### src/rtl/fx68k_clkgen.sv
// Clock-enable and reset sequencer for the fx68k core: phase strobes, power-up and external reset levels.
// Optional minimum-width reset stretching is built when FX68K_RESET_STRETCH_EN is defined.

package fx68k_clkgen_pkg;
    typedef struct packed {
        logic extReset;
        logic pwrUp;
        logic enPhi1;
        logic enPhi2;
    } s_clks;
endpackage

module fx68k_clkgen
    import fx68k_clkgen_pkg::*;
#(
    parameter int DIV          = 4,
    parameter int PWRUP_CYCLES = 512,
    parameter int RESET_MIN    = 132
) (
    input  logic  clk,
    input  logic  extReset,
    input  logic  sysResetReq,
    input  logic  clkStall,
    output s_clks clks,
    output logic  cpuPhase
);

    localparam int CW = $clog2(DIV);
    localparam int PW = $clog2(PWRUP_CYCLES + 1);
    localparam logic [CW-1:0] PHI2_AT = CW'(DIV / 2 - 1);
    localparam logic [CW-1:0] PHI1_AT = CW'(DIV - 1);
    localparam logic [PW-1:0] PWRUP_LAST = PW'(PWRUP_CYCLES - 1);

    logic [CW-1:0] cnt_q;
    logic [CW-1:0] cnt_nxt;
    logic          en_phi1_q;
    logic          en_phi2_q;
    logic          phi1_nxt;
    logic          phi2_nxt;
    logic          phase_q;
    logic          phase_nxt;
    logic [PW-1:0] pcnt_q;
    logic [PW-1:0] pcnt_nxt;
    logic          pwrup_q;
    logic          pwrup_nxt;
    logic          req_nxt;
    logic          ext_reset_q;

    // Strobes are decided from the current count so each lands one clk after the advancing edge.
    always_comb begin
        cnt_nxt   = cnt_q;
        phi1_nxt  = 1'b0;
        phi2_nxt  = 1'b0;
        phase_nxt = phase_q;
        if (!clkStall) begin
            cnt_nxt = (cnt_q == PHI1_AT) ? '0 : cnt_q + 1'b1;
            if (cnt_q == PHI2_AT) begin
                phi2_nxt  = 1'b1;
                phase_nxt = 1'b1;
            end
            if (cnt_q == PHI1_AT) begin
                phi1_nxt  = 1'b1;
                phase_nxt = 1'b0;
            end
        end
    end

    always_comb begin
        pcnt_nxt  = pcnt_q;
        pwrup_nxt = pwrup_q;
        if (pwrup_q && en_phi1_q) begin
            pcnt_nxt = pcnt_q + 1'b1;
            if (pcnt_q == PWRUP_LAST) begin
                pwrup_nxt = 1'b0;
            end
        end
    end

`ifdef FX68K_RESET_STRETCH_EN
    localparam int SW = $clog2(RESET_MIN + 1);

    logic [SW-1:0] scnt_q;
    logic [SW-1:0] scnt_nxt;

    // Held request keeps reloading; the count only drains on CPU clocks, so a stall pauses it.
    always_comb begin
        scnt_nxt = scnt_q;
        if (sysResetReq) begin
            scnt_nxt = SW'(RESET_MIN);
        end else if (en_phi1_q && (scnt_q != '0)) begin
            scnt_nxt = scnt_q - 1'b1;
        end
        req_nxt = sysResetReq | (scnt_nxt != '0);
    end

    always_ff @(posedge clk or posedge extReset) begin
        if (extReset) begin
            scnt_q <= '0;
        end else begin
            scnt_q <= scnt_nxt;
        end
    end
`else
    always_comb begin
        req_nxt = sysResetReq;
    end
`endif

    always_ff @(posedge clk or posedge extReset) begin
        if (extReset) begin
            cnt_q       <= '0;
            en_phi1_q   <= 1'b0;
            en_phi2_q   <= 1'b0;
            phase_q     <= 1'b0;
            pcnt_q      <= '0;
            pwrup_q     <= 1'b1;
            ext_reset_q <= 1'b1;
        end else begin
            cnt_q       <= cnt_nxt;
            en_phi1_q   <= phi1_nxt;
            en_phi2_q   <= phi2_nxt;
            phase_q     <= phase_nxt;
            pcnt_q      <= pcnt_nxt;
            pwrup_q     <= pwrup_nxt;
            ext_reset_q <= pwrup_nxt | req_nxt;
        end
    end

    always_comb begin
        clks.extReset = ext_reset_q;
        clks.pwrUp    = pwrup_q;
        clks.enPhi1   = en_phi1_q;
        clks.enPhi2   = en_phi2_q;
        cpuPhase      = phase_q;
    end

    a_strobe_excl: assert property (@(posedge clk) disable iff (extReset) !(en_phi1_q && en_phi2_q));

endmodule

### config.mk
export PLATFORM = sky130hd
export DESIGN_NAME = fx68k_clkgen
export DESIGN_NICKNAME = d
export VERILOG_FILES = /design/src/rtl/fx68k_clkgen.sv
export SDC_FILE = /design/constraint.sdc
export NUM_CORES = 1
export LEC_CHECK = 0
export BUFFER_PORTS_ARGS = -buffer_cell sky130_fd_sc_hd__buf_2
export CORE_AREA = 2 2 39 41
export DETAILED_ROUTE_END_ITERATION = 12
export DIE_AREA = 0 0 41 43
export GPL_ROUTABILITY_DRIVEN = 0
export PLACE_DENSITY_LB_ADDON = 0.15
export SLEW_MARGIN = 5
export SYNTH_ARGS = -nofsm -noshare
export SYNTH_HDL_FRONTEND = slang
export SYNTH_SLANG_ARGS = --single-unit
export TNS_END_PERCENT = 30
### constraint.sdc
create_clock -name clk -period 4.03 [get_ports clk]
set_clock_uncertainty 0.1 [all_clocks]
set_input_delay 0.6045 -clock clk [delete_from_list [all_inputs] [get_ports clk]]
set_output_delay 0.6045 -clock clk [all_outputs]
set_load 0.05 [all_outputs]
==> metrics <==
Total Routing Usage GR 17.3%; library cell with the largest summed area after synthesis sky130_fd_sc_hd__dfrtp_1; leakage 0.000411 uW; via count of the first global-routing pass 442; register-to-register setup slack 2.61 ns; critical path capture point type output pin; outcome finished clean; post-CTS setup buffer count 0; Std-Cell Rows 14; critical path cell sequence buf_2; final critical path time including I/O delays and setup 1.83 ns; residual overflow from global routing 0; number of buffers added on ports 8; timing endpoint of the critical path clks[2]; critical path required time 3.33 ns; chip height 43 um; fraction of registers with async set/reset 100%; nets in the synthesized netlist 71; Critical Path Slowest Stage Cell sky130_fd_sc_hd__dfstp_2; Maximum Capacitance Violations 0; final-layout fill cell count 123; area growth from synthesis to final layout 7.80%; worst setup path startpoint pwrup_q; simple-gate portion of the synthesized area 15.4%; number of library cell types mapped by synthesis 19; Worst slew margin 58.7%; latest clock arrival within the worst-skew pair 0.29 ns; peak ir drop on the vdd network 321 uV; final setup violation count 0; Final Hold Violating Endpoints 0; synthesized area per cell 11.5 um2; violation count after the first detailed-route iteration 1; Final Max Slew Viols 0; number of buffers and inverters on the critical path 1; post-synthesis instance area 738 um2; PD cells 465 nW/um2; count of synthesis-stage warnings from yosys 0; endpoint of the worst-slack reg-to-reg timing path pcnt_q[7]; global-route wire length before repair 1.97 mm; number of gates resized after CTS 0; Worst EP arrival 1.13 ns; most used flip-flop cell after synthesis sky130_fd_sc_hd__dfrtp_1; CTS clk-pin slew, worst paths 0.10 ns; slew at the pin closest to its max-slew limit 0.619 ns; multiplexer fraction of the synthesized cell area 1.53%; Clock Root Buffer sky130_fd_sc_hd__clkbuf_4; setup TNS 0 ns; depth of the worst register-to-register path 3; core region area 1380 um2; via total after detailed routing 438; largest family of logic cells by synthesized area simple AND/OR/NAND/NOR gates; Post-Syn Instances 64; Die Span X 41 um; # diodes 0; Hold Path Class in -> async; count of boundary I/O pins 9; largest cells by area after synthesis sky130_fd_sc_hd__dfrtp_1 (51%), sky130_fd_sc_hd__dfstp_2 (7.1%), sky130_fd_sc_hd__xor2_1 (7.1%); Stages on worst setup path 1; worst stage delay on the critical path 0.57 ns; Num Clock Sinks 17; final period utilization 45.5%; share of the yosys chip area belonging to registers 58.0%; Post-Synth XOR/XNOR Area 10.7%; share of Yosys cell area claimed by the top area cell type 50.8%; reg2reg start pwrup_q; total routed wirelength 1.08 mm; Initial Utilization 53.3%; CP Launch Type flip-flop; post-synthesis sequential element count 17; fmax 545 MHz; maximum number of pins on one net before global-route repair 18; fraction of final layout cells sized beyond drive strength 1 22.2%; number of nets in the final layout 80; adder and majority gate portion of the synthesized area 5.08%; TritonCTS clock tree built; post-DR vias/cell 4.98; total DRC errors in the routed layout 0; die area 1760 um2; count of hold buffers inserted by post-cts repair 0; Final Hold Slack 0.270 ns; H-tree level count 1; Avg WL per Cell 12.3 um; number of synthesized flops with an enable pin 0; count of nets left with antenna violations after detail routing 0; detailed-placement wirelength estimate 768 um; core occupancy in the finished layout 57.5%; detailed-routing iteration count for the pre-antenna-repair pass 2; number of clock buffers inserted by TritonCTS 3; fraction of the mapped netlist area in compound gates 3.22%; antenna violations before repair 0; critical path class reg -> out; largest fanout of any net on the critical path 5; CP top delay family flip-flops; setup repair after global routing missed its margin no; maximum buffer depth of the clock tree 2
[worst min-delay path by stage]
stage	slack, ns	from	endpoint	depth (start not counted)
2_1_floorplan	0.34	pcnt_q[8]	pcnt_q[8]	1
3_3_place_gp	0.36	pcnt_q[8]	pcnt_q[8]	1
3_5_place_dp	0.37	pcnt_q[8]	pcnt_q[8]	1
4_1_cts	0.29	extReset	pcnt_q[3]	2
5_1_grt	0.33	extReset	pcnt_q[2]	2
6_report	0.27	extReset	pcnt_q[2]	2
[cell type report]
class | instances | area [um2] | area share [%]
clock buffer | 3 | 22.5 | 2.83
multi-input combinational | 39 | 265 | 33.3
tap | 16 | 20.0 | 2.52
sequential | 17 | 428 | 53.8
inverter | 4 | 15.0 | 1.89
clock inverter | 1 | 5.00 | 0.629
timing repair buffer | 8 | 40.0 | 5.03
[Yosys cell counts (3+ instances only)]
library cell              instances
sky130_fd_sc_hd__buf_4            4
sky130_fd_sc_hd__dfrtp_1         15
sky130_fd_sc_hd__nor2_1           5
sky130_fd_sc_hd__nand2_1          5
sky130_fd_sc_hd__xor2_1           6
sky130_fd_sc_hd__inv_1            4
sky130_fd_sc_hd__ha_1             3
sky130_fd_sc_hd__xnor2_1          3
sky130_fd_sc_hd__nor3_1           5
[placed cells by master (no fill, tap or decap), types with 3 or more instances in the layout]
master                     Yosys  routed
sky130_fd_sc_hd__clkbuf_4      0       3
sky130_fd_sc_hd__nor2_1        5       5
sky130_fd_sc_hd__dfrtp_1      15      15
sky130_fd_sc_hd__xor2_1        6       6
sky130_fd_sc_hd__inv_1         4       4
sky130_fd_sc_hd__ha_1          3       3
sky130_fd_sc_hd__xnor2_1       3       3
sky130_fd_sc_hd__buf_2         0       8
sky130_fd_sc_hd__nor3_1        5       5
sky130_fd_sc_hd__nand2_1       5       5
[state kept, by name, summed over array words and instances (netlist names)]
| signal | cells |
|---|---|
| cnt_q | 2 |
| pcnt_q | 10 |
| pwrup_q | 1 |
| en_phi1_q | 1 |
| ext_reset_q | 1 |
| en_phi2_q | 1 |
| cpuPhase | 1 |
[cell families (layout without fill, tap and decap cells)]
group	after synthesis	in the layout
AOI/OAI and AO/OA	3	3
xor gates and xnor gates	9	9
adders and majority gates	3	3
buffers and inverters	8	16
DFF	17	17
muxes	1	1
and+or+nand+nor	23	23
[per-layer routing]
layer | part of all wire, % | track usage [%] | vias up
met5 | 0 | 0 | -
met4 | 3.2 | 12.0 | 0
met3 | 3.3 | 3.14 | 4
met2 | 46 | 21.9 | 7
met1 | 48 | 25.9 | 204
li1 | - | - | 223
[report_power, final]
| group | internal (uW) | total [uW] | switching [uW] |
|---|---|---|---|
| registers | 189 | 203 | 13.1 |
| clock network | 36.9 | 89.5 | 52.6 |
| logic | 22.9 | 77.6 | 54.7 |
| total | 249 | 370 | 120 |
[per-stage QoR]
stage	std cells	worst slack (ns)	area (um2)	total power, uW
finish	88	2.20	796	370
floorplan	64	2.60	738	273
detailed placement	84	2.52	768	285
global placement	84	2.53	768	283
global route	88	2.16	796	395
CTS	88	2.18	796	378
No activity file was read; power rests on OpenSTA's default activity.
